### config.mk
export PLATFORM = sky130hd
export DESIGN_NAME = serial_reduce_or_ctrl
export DESIGN_NICKNAME = d
export VERILOG_FILES = /design/src/rtl/serial_reduce_or_ctrl.sv
export SDC_FILE = /design/constraint.sdc
export NUM_CORES = 1
export LEC_CHECK = 0
export BUFFER_PORTS_ARGS = -buffer_cell sky130_fd_sc_hd__buf_4
export CORE_AREA = 2 2 39 41
export DETAILED_ROUTE_END_ITERATION = 8
export DIE_AREA = 0 0 41 43
export SETUP_SLACK_MARGIN = 0.15
export SKIP_CTS_REPAIR_TIMING = 1
export SYNTH_ARGS = -nofsm -noshare
export SYNTH_HDL_FRONTEND = slang
export SYNTH_SLANG_ARGS = --single-unit
### constraint.sdc
create_clock -name clk -period 3.5 [get_ports clk]
set_input_delay 0 -clock clk [delete_from_list [all_inputs] [get_ports clk]]
set_output_delay 0 -clock clk [all_outputs]
set_load 0.01 [all_outputs]
### src/rtl/serial_reduce_or_ctrl.sv
// serial_reduce_or_ctrl: bit-serial OR-reduction of a COUNT_OF_BITS-wide operand
// through one shared two-input pierce_or cell and a 1-bit registered accumulator.
// Optional feature macro: REDUCE_SEQ_EARLY_EXIT_EN. When defined, the sequencer
// completes as soon as a set bit is seen. The result is the same; only latency differs.
//
// Handshake: start acts as a request valid and ready as its ready. An operation
// is accepted on a rising edge where start=1 and ready=1. bitvector is captured on
// that edge. start while ready=0 (RUN) is dropped and is not queued. done is a
// one-cycle pulse. reduce is valid from that pulse until the next completion.

// Two-input OR built from its Pierce (NOR) form; the shared reduction cell.
module pierce_or (
  input  logic a,
  input  logic b,
  output logic y
);
  logic nor_ab;

  // NOR followed by inversion gives OR.
  assign nor_ab = ~(a | b);
  assign y      = ~nor_ab;
endmodule

module serial_reduce_or_ctrl #(
  parameter int COUNT_OF_BITS = 4
) (
  input  logic                     clk,
  input  logic                     rst,
  input  logic                     start,
  input  logic [COUNT_OF_BITS-1:0] bitvector,
  output logic                     ready,
  output logic                     busy,
  output logic                     done,
  output logic                     reduce,
  output logic [1:0]               state_dbg
);

  localparam int IW = (COUNT_OF_BITS > 1) ? $clog2(COUNT_OF_BITS) : 1;
  localparam int EW = 1 << IW;
  localparam logic [IW-1:0] LAST_IDX = IW'(COUNT_OF_BITS - 1);
  localparam bit SINGLE = (COUNT_OF_BITS == 1);
`ifdef REDUCE_SEQ_EARLY_EXIT_EN
  localparam bit EARLY_EXIT = 1'b1;
`else
  localparam bit EARLY_EXIT = 1'b0;
`endif

  typedef enum logic [1:0] {
    S_IDLE = 2'd0,
    S_RUN  = 2'd1,
    S_DONE = 2'd2
  } state_t;

  state_t                   state, state_n;
  logic                     acc, acc_n;
  logic [IW-1:0]            idx, idx_n;
  logic [COUNT_OF_BITS-1:0] opnd, opnd_n;
  logic                     reduce_n;
  logic [EW-1:0]            opnd_ext;
  logic                     cell_a;
  logic                     cell_y;

  // The operand is zero-padded to a power of two so every idx value selects a real bit.
  assign opnd_ext = EW'(opnd);
  assign cell_a   = opnd_ext[idx];

  pierce_or u_cell (
    .a (cell_a),
    .b (acc),
    .y (cell_y)
  );

  // Register the state and the datapath. Reset aborts any operation and clears the result.
  always_ff @(posedge clk) begin
    if (rst) begin
      state  <= S_IDLE;
      acc    <= 1'b0;
      idx    <= '0;
      opnd   <= '0;
      reduce <= 1'b0;
    end else begin
      state  <= state_n;
      acc    <= acc_n;
      idx    <= idx_n;
      opnd   <= opnd_n;
      reduce <= reduce_n;
    end
  end

  // Next state and next datapath values. reduce only updates on entry to DONE.
  always_comb begin
    state_n  = state;
    acc_n    = acc;
    idx_n    = idx;
    opnd_n   = opnd;
    reduce_n = reduce;
    case (state)
      S_IDLE, S_DONE: begin
        if (start) begin
          opnd_n = bitvector;
          acc_n  = bitvector[0];
          idx_n  = IW'(1);
          if (SINGLE || (EARLY_EXIT && bitvector[0])) begin
            state_n  = S_DONE;
            reduce_n = bitvector[0];
          end else begin
            state_n = S_RUN;
          end
        end else if (state == S_DONE) begin
          state_n = S_IDLE;
        end
      end
      S_RUN: begin
        acc_n = cell_y;
        if ((idx == LAST_IDX) || (EARLY_EXIT && cell_a)) begin
          state_n  = S_DONE;
          reduce_n = cell_y;
        end else begin
          idx_n = idx + IW'(1);
        end
      end
      default: begin
        state_n = S_IDLE;
      end
    endcase
  end

  // Status outputs decode the registered state only.
  assign ready     = (state == S_IDLE) || (state == S_DONE);
  assign busy      = (state == S_RUN);
  assign done      = (state == S_DONE);
  assign state_dbg = state;

endmodule

==> summary.txt, run 1 <==
run status -> complete, but fails checks
violations in the final reports -> hold timing
part of the total power dissipated in combinational logic -> 16.2%
worst hold margin -> -0.0175 ns
number of antenna violations at the first check in global routing -> 0
routed metal-1 wirelength -> 419 um
class of the most critical setup path -> reg2reg
vertical die dimension -> 43 um
met2 WL post-DR -> 384 um
clk_lat worst skew -> 0.26 ns
Top Ports -> 13
Max-cap violations -> 0
switching part of the total power -> 25.3%
final count of hold timing violations -> 2
setup clock skew after layout -> 0.00203 ns
netlist area before placement -> 418 um2
mean post-synth cell area -> 8.89 um2
worst supply voltage drop on vdd -> 0.000150 V
Post-Place Setup Slack -> 2.17 ns
final routed wire length divided by cell count -> 11.0 um
TritonCTS clock tree -> built
Pre-antenna DRT Iters -> 4
worst setup path start -> state_dbg[0]
reg2reg setup slack -> 1.83 ns
max-slew violation count -> 0
relative max-transition margin -> 62.5%
initial standard-cell utilization of the core -> 30.2%
detailed-route vias per instance -> 4.69
CTS clk-pin slew, worst paths -> 0.06 ns
reported leakage power -> 0.000247 uW
total overflow reported by the global router -> 0
distinct cell type count after synthesis -> 15
clock tree root buffer cell -> sky130_fd_sc_hd__clkbuf_4
pin count of the biggest net entering global routing -> 11
ANT cells -> 0
fraction of final layout cells with drive strength greater than 1 -> 28.1%
total nets after synthesis -> 55
# rows -> 14
Int Pwr -> 183 uW
r2r worst-path depth -> 4
transition at the pin with the smallest max-transition slack -> 0.562 ns
clock buffers created by TritonCTS -> 3
Final setup violation count -> 0
number of port buffers -> 12
portion of total power attributed to the clock network -> 31.7%
number of instances in the synthesized netlist -> 47
# nets final -> 74
clock sink total -> 10
Tightest Hold Check Type -> in2reg
die outline area -> 1760 um2
Worst Setup Slack, final -> 1.83 ns
leading cell type in the layout, fill and taps excluded -> sky130_fd_sc_hd__buf_4
number of warnings printed during yosys synthesis -> 0
global-route wire length before repair -> 1460 um
Top Metal Used -> met4
last weighted congestion value of the routability-driven placer -> 0.734
source of the worst register-to-register timing path -> state_dbg[0]
final critical-path share of the clock period -> 47.7%
RSZ-0062 raised after global routing -> false
via count of the first global-routing pass -> 362
global routing usage summed across all routing layers -> 12.6%
half-perimeter wire length of the detailed placement result -> 622 um
antenna-violating nets left -> 0
flop and latch count out of synthesis -> 10
Core Footprint -> 1380 um2
post-synthesis sequential area ratio -> 47.9%
Crit Reg-Reg Endpoint -> opnd[2]
detailed-route DRC error count -> 0
Iter 0 DRT Violations -> 8
width of the die -> 41 um
CP Capture Type -> flip-flop
routed vias -> 375
maximum fanout along the worst path -> 8
number of H-tree levels -> 1
wire length reported by the detailed router -> 882 um
crit start category -> flip-flop
Req. time, crit path -> 3.71 ns
metal3 WL -> 61 um
crit path capture -> opnd[2]
most used cells in the layout excluding fill and tap cells -> sky130_fd_sc_hd__buf_4, sky130_fd_sc_hd__dfxtp_1, sky130_fd_sc_hd__nand2_1, sky130_fd_sc_hd__a21oi_1
data arrival time of the worst path -> 1.88 ns
Power Dens Cells -> 419 nW/um2
shortest period the worst path allows -> 1.67 ns
post-layout util -> 42.1%
Psw -> 61.9 uW
sequential share of power -> 52.0%
maximum buffer depth of the clock tree -> 2
synthesis-to-layout area growth -> 39.5%
Max Clk Rate -> 0.599 GHz
Setup TNS -> 0 ns
registers in the layout (all words and copies together), names as in the netlist:
register   count
idx            2
opnd           4
acc            1
state_dbg      2
reduce         1
layer usage:
layer	global-route usage, %	vias to the layer above
li1	-	196
met1	14.8	160
met2	16.9	17
met3	4.71	2
met4	11.3	0
met5	0	-
cells by family after synthesis:
family	Yosys count	share of synthesized area, %
compound gates	8	12.0
fa+ha+maj	1	2.99
buf+inv	3	2.69
flops	10	47.9
mux	1	5.39
simple gates	24	29.0
worst max-delay path, stage by stage, from the launching register on:
cell,delay [ns]
sky130_fd_sc_hd__dfxtp_1,0.36
sky130_fd_sc_hd__nor2b_1,0.47
sky130_fd_sc_hd__nand2_1,0.10
sky130_fd_sc_hd__a21oi_1,0.12
sky130_fd_sc_hd__dlygate4sd3_1,0.55
metrics by stage:
step                      std cells  cell area [um2]  total power, uW
after global placement           73              520              165
after detailed placement         73              520              166
after global routing             80              583              257
after CTS                        76              543              245
after floorplan                  47              418              151
final                            80              583              244
worst min path at each step:
stage	end	cells after the start	slack (ns)	startpoint
2_1_floorplan	opnd[0]	2	0.14	bitvector[0]
3_3_place_gp	opnd[3]	3	0.25	bitvector[3]
3_5_place_dp	opnd[0]	2	0.26	rst
4_1_cts	opnd[0]	2	-0.03	rst
5_1_grt	opnd[1]	3	0.002	bitvector[1]
6_report	opnd[1]	3	-0.02	bitvector[1]
cell type report:
cell class	instances	area (um2)
clock buffer	3	22.5
timing repair buffer	16	130
sequential	10	200
tap	16	20.0
inverter	1	3.75
multi-input combinational	34	206
fill	154	801
power groups by stage:
stage	Combinational, uW	Clock (uW)	Sequential, uW
floorplan	22.4	0	129
global placement	35.8	0	129
detailed placement	36.4	0	130
CTS	36.6	80.8	127
global route	45.1	83.8	128
finish	39.7	77.6	127
synth_stat cells, drive strengths merged:
cell | instances | area, um2
dfxtp | 10 | 200
nand2 | 9 | 33.8
a21oi | 6 | 30.0
nor2 | 4 | 15.0
nor3 | 4 | 20.0
nor2b | 3 | 18.8
a211oi | 2 | 20.0
clkbuf | 2 | 7.51
nand3b | 2 | 15.0
ha | 1 | 12.5
inv | 1 | 3.75
mux4 | 1 | 22.5
nand2b | 1 | 6.26
nor3b | 1 | 12.5
(Power assumes the default switching activity.)
==> run 2, diff against run 1 <==
--- a/config.mk
+++ b/config.mk
@@ -5,6 +5,7 @@
 export SDC_FILE = /design/constraint.sdc
 export NUM_CORES = 1
 export LEC_CHECK = 0
+export ABC_AREA = 1
 export BUFFER_PORTS_ARGS = -buffer_cell sky130_fd_sc_hd__buf_4
 export CORE_AREA = 2 2 39 41
 export DETAILED_ROUTE_END_ITERATION = 8
==> constraint.sdc (replaced) <==
create_clock -name clk -period 1.35 [get_ports clk]
set_input_delay 0 -clock clk [delete_from_list [all_inputs] [get_ports clk]]
set_output_delay 0 -clock clk [all_outputs]
set_load 0.01 [all_outputs]
==> run 2 against run 1 <==
Net effect: the flow now finishes without violations; clock power rose to 3.5 times the previous value; synthesized cell count is 38% higher; global-route usage grew 0.90 points; wire length up 7.3%; hold slack gained 0.071 ns; die area stayed put; maximum frequency rose by 58%; design area up 12%; sequential share of layout area shrank 3.6 points; via count up 19%; critical path type unchanged; critical endpoint is now reduce.
==> summary.txt, run 2 <==
max-slew violation count -> 0 (unchanged)
Final setup violation count -> 0 (unchanged)
flop and latch count out of synthesis -> 10 (unchanged)
final routed wire length divided by cell count -> 9.37 um (was 11.0 um)
run status -> finished, final reports clean (was complete, but fails checks)
Req. time, crit path -> 1.52 ns (was 3.71 ns)
vertical die dimension -> 43 um (unchanged)
portion of synthesized cell area occupied by the leading cell type -> 43.0% (was 47.9%)
Core Footprint -> 1380 um2 (unchanged)
via count of the first global-routing pass -> 405 (was 362)
synthesis-to-layout area growth -> 40.1% (was 39.5%)
clock buffers created by TritonCTS -> 3 (unchanged)
mean post-synth cell area -> 7.16 um2 (was 8.89 um2)
launch point of the worst hold path -> bitvector[0] (was bitvector[1])
final critical-path share of the clock period -> 78.2% (was 47.7%)
post-layout util -> 47.1% (was 42.1%)
post-synthesis sequential area ratio -> 43.0% (was 47.9%)
die outline area -> 1760 um2 (unchanged)
number of H-tree levels -> 1 (unchanged)
Post-synth ARST share -> 0% (unchanged)
library cell occupying the most area in the post-synthesis netlist -> sky130_fd_sc_hd__dfxtp_1 (unchanged)
transition at the pin with the smallest max-transition slack -> 0.258 ns (was 0.562 ns)
clock tree root buffer cell -> sky130_fd_sc_hd__clkbuf_4 (unchanged)
Crit Reg-Reg Endpoint -> reduce (was opnd[2])
RSZ-0062 raised after global routing -> false (unchanged)
shortest period the worst path allows -> 1.06 ns (was 1.67 ns)
Top Ports -> 13 (unchanged)
wire length reported by the detailed router -> 946 um (was 882 um)
reported leakage power -> 0.000320 uW (was 0.000247 uW)
most used cells in the layout excluding fill and tap cells -> sky130_fd_sc_hd__nor2_1, sky130_fd_sc_hd__buf_4, sky130_fd_sc_hd__nand2_1, sky130_fd_sc_hd__dfxtp_1, sky130_fd_sc_hd__inv_1 (was sky130_fd_sc_hd__buf_4, sky130_fd_sc_hd__dfxtp_1, sky130_fd_sc_hd__nand2_1, sky130_fd_sc_hd__a21oi_1)
class of the most critical setup path -> reg2reg (unchanged)
metal3 WL -> 22 um (was 61 um)
sink of the worst hold path -> opnd[0] (was opnd[1])
cell count after placement -> 93 (was 73)
pin count of the biggest net entering global routing -> 8 (was 11)
final cell count without fillers -> 101 (was 80)
maximum buffer depth of the clock tree -> 2 (unchanged)
routed metal-1 wirelength -> 448 um (was 419 um)
Max Clk Rate -> 0.948 GHz (was 0.599 GHz)
source of the worst register-to-register timing path -> idx[0] (was state_dbg[0])
setup clock skew after layout -> 0.00286 ns (was 0.00203 ns)
maximum fanout along the worst path -> 4 (was 8)
routed vias -> 445 (was 375)
worst supply voltage drop on vdd -> 0.000481 V (was 0.000150 V)
half-perimeter wire length of the detailed placement result -> 739 um (was 622 um)
reg2reg setup slack -> 0.29 ns (was 1.83 ns)
Post-Place Setup Slack -> 0.300 ns (was 2.17 ns)
most instantiated flip-flop cell in the synthesis netlist -> sky130_fd_sc_hd__dfxtp_1 (unchanged)
initial standard-cell utilization of the core -> 33.6% (was 30.2%)
final count of hold timing violations -> 0 (was 2)
CP Capture Type -> flip-flop (unchanged)
TritonCTS clock tree -> built (unchanged)
crit start category -> flip-flop (unchanged)
Power Dens Cells -> 1110 nW/um2 (was 419 nW/um2)
detailed-route DRC error count -> 0 (unchanged)
number of warnings printed during yosys synthesis -> 0 (unchanged)
# nets final -> 94 (was 74)
antenna-violating nets left -> 0 (unchanged)
Max-cap violations -> 0 (unchanged)
list of most frequent post-synthesis cells -> sky130_fd_sc_hd__nor2_1, sky130_fd_sc_hd__nand2_1, sky130_fd_sc_hd__dfxtp_1 (was sky130_fd_sc_hd__dfxtp_1, sky130_fd_sc_hd__nand2_1, sky130_fd_sc_hd__a21oi_1)
ANT cells -> 0 (unchanged)
detailed-route vias per instance -> 4.41 (was 4.69)
# rows -> 14 (unchanged)
global routing usage summed across all routing layers -> 13.5% (was 12.6%)
distinct cell type count after synthesis -> 16 (was 15)
Pre-antenna DRT Iters -> 3 (was 4)
total nets after synthesis -> 73 (was 55)
fraction of final layout cells with drive strength greater than 1 -> 30.6% (was 28.1%)
Tightest Hold Check Type -> in2reg (unchanged)
Setup TNS -> 0 ns (unchanged)
clock sink total -> 10 (unchanged)
WHS Path Cells -> 3 (unchanged)
number of port buffers -> 12 (unchanged)
number of synthesized flops with an enable pin -> 0 (unchanged)
total overflow reported by the global router -> 0 (unchanged)
Iter 0 DRT Violations -> 9 (was 8)
global-route wire length before repair -> 1570 um (was 1460 um)
r2r worst-path depth -> 6 (was 4)
number of instances in the synthesized netlist -> 65 (was 47)
width of the die -> 41 um (unchanged)
last weighted congestion value of the routability-driven placer -> 0.775 (was 0.734)
netlist area before placement -> 465 um2 (was 418 um2)
number of antenna violations at the first check in global routing -> 0 (unchanged)
number of flip-flops in the largest register -> 4 (unchanged)
clk_lat worst skew -> 0.27 ns (was 0.26 ns)
ranking of synthesized cells by area -> sky130_fd_sc_hd__dfxtp_1, sky130_fd_sc_hd__nor2_1, sky130_fd_sc_hd__nand2_1, sky130_fd_sc_hd__nand3_1, sky130_fd_sc_hd__inv_1 (was sky130_fd_sc_hd__dfxtp_1, sky130_fd_sc_hd__nand2_1, sky130_fd_sc_hd__a21oi_1, sky130_fd_sc_hd__mux4_2, sky130_fd_sc_hd__nor3_1)
data arrival time of the worst path -> 1.22 ns (was 1.88 ns)
register ranked first by flip-flop count -> opnd (unchanged)
Worst Setup Slack, final -> 0.295 ns (was 1.83 ns)
CTS clk-pin slew, worst paths -> 0.07 ns (was 0.06 ns)
most frequent cell after synthesis -> sky130_fd_sc_hd__nor2_1 (was sky130_fd_sc_hd__dfxtp_1)
relative max-transition margin -> 82.8% (was 62.5%)
met2 WL post-DR -> 460 um (was 384 um)
Top Metal Used -> met4 (unchanged)
==> run 2: cell types whose count changed after synthesis, moves of 2 or more <==
cell | before | now
sky130_fd_sc_hd__clkbuf_1 | 2 | 0
sky130_fd_sc_hd__nor2b_1 | 3 | 0
sky130_fd_sc_hd__nand3b_1 | 2 | 0
sky130_fd_sc_hd__nor3_1 | 4 | 1
sky130_fd_sc_hd__nand2_2 | 0 | 2
sky130_fd_sc_hd__nor2_1 | 4 | 12
sky130_fd_sc_hd__nand3_1 | 0 | 6
sky130_fd_sc_hd__nand2_1 | 9 | 11
sky130_fd_sc_hd__inv_2 | 0 | 5
sky130_fd_sc_hd__o21ai_1 | 0 | 4
sky130_fd_sc_hd__a21oi_1 | 6 | 1
sky130_fd_sc_hd__inv_1 | 1 | 7
==> run 2: through the flow <==
step,power [uW],cell area [um2],hold slack (ns)
detailed placement,453,576,0.211
finish,724,652,0.0532
global route,763,652,0.0661
CTS,725,612,-0.0808
floorplan,410,465,0.0691
global placement,454,576,0.211
==> run 2: final cells by class <==
class,instances,area (um2)
inverters,12,45.0
repair buffers,16,130
flip-flops and latches,10,200
multi-input cells,43,220
fillers,152,732
well taps,16,20.0
clock buffers,4,36.3
==> run 2: logic make-up after synthesis <==
| family | synth area share [%] |
|---|---|
| simple gates | 35.8 |
| buf+inv | 9.68 |
| flops | 43.0 |
| compound gates | 8.87 |
| fa+ha+maj | 2.69 |
==> run 2: worst max-delay path: stages, from the launching register on <==
cell and delay, ns:
sky130_fd_sc_hd__dfxtp_1 0.34, sky130_fd_sc_hd__ha_1 0.20, sky130_fd_sc_hd__inv_1 0.10, sky130_fd_sc_hd__nor2_1 0.07, sky130_fd_sc_hd__o21a_1 0.16, sky130_fd_sc_hd__nand2_1 0.06, sky130_fd_sc_hd__inv_1 0.03
==> run 2: worst max-delay path by stage <==
stage | end | from | cells past startpoint | slack [ns]
2_1_floorplan | idx[1] | state_dbg[0] | 7 | 0.29
3_3_place_gp | reduce | idx[0] | 6 | 0.30
3_5_place_dp | reduce | idx[0] | 6 | 0.30
4_1_cts | reduce | idx[0] | 6 | 0.29
5_1_grt | reduce | idx[0] | 6 | 0.19
6_report | reduce | idx[0] | 6 | 0.29
==> run 2: per-layer routing <==
layer  global-route usage (%)  up-vias
met3                     4.71        2
met5                        0        -
met4                     10.0        0
met2                     17.8        6
met1                     17.3      192
li1                         -      245
==> run 2: power by group <==
part	leakage, uW	internal [uW]	switching, uW
Combinational	0.000216	57.2	67.3
Clock	0.0000210	164	105
Sequential	0.0000823	315	15.3
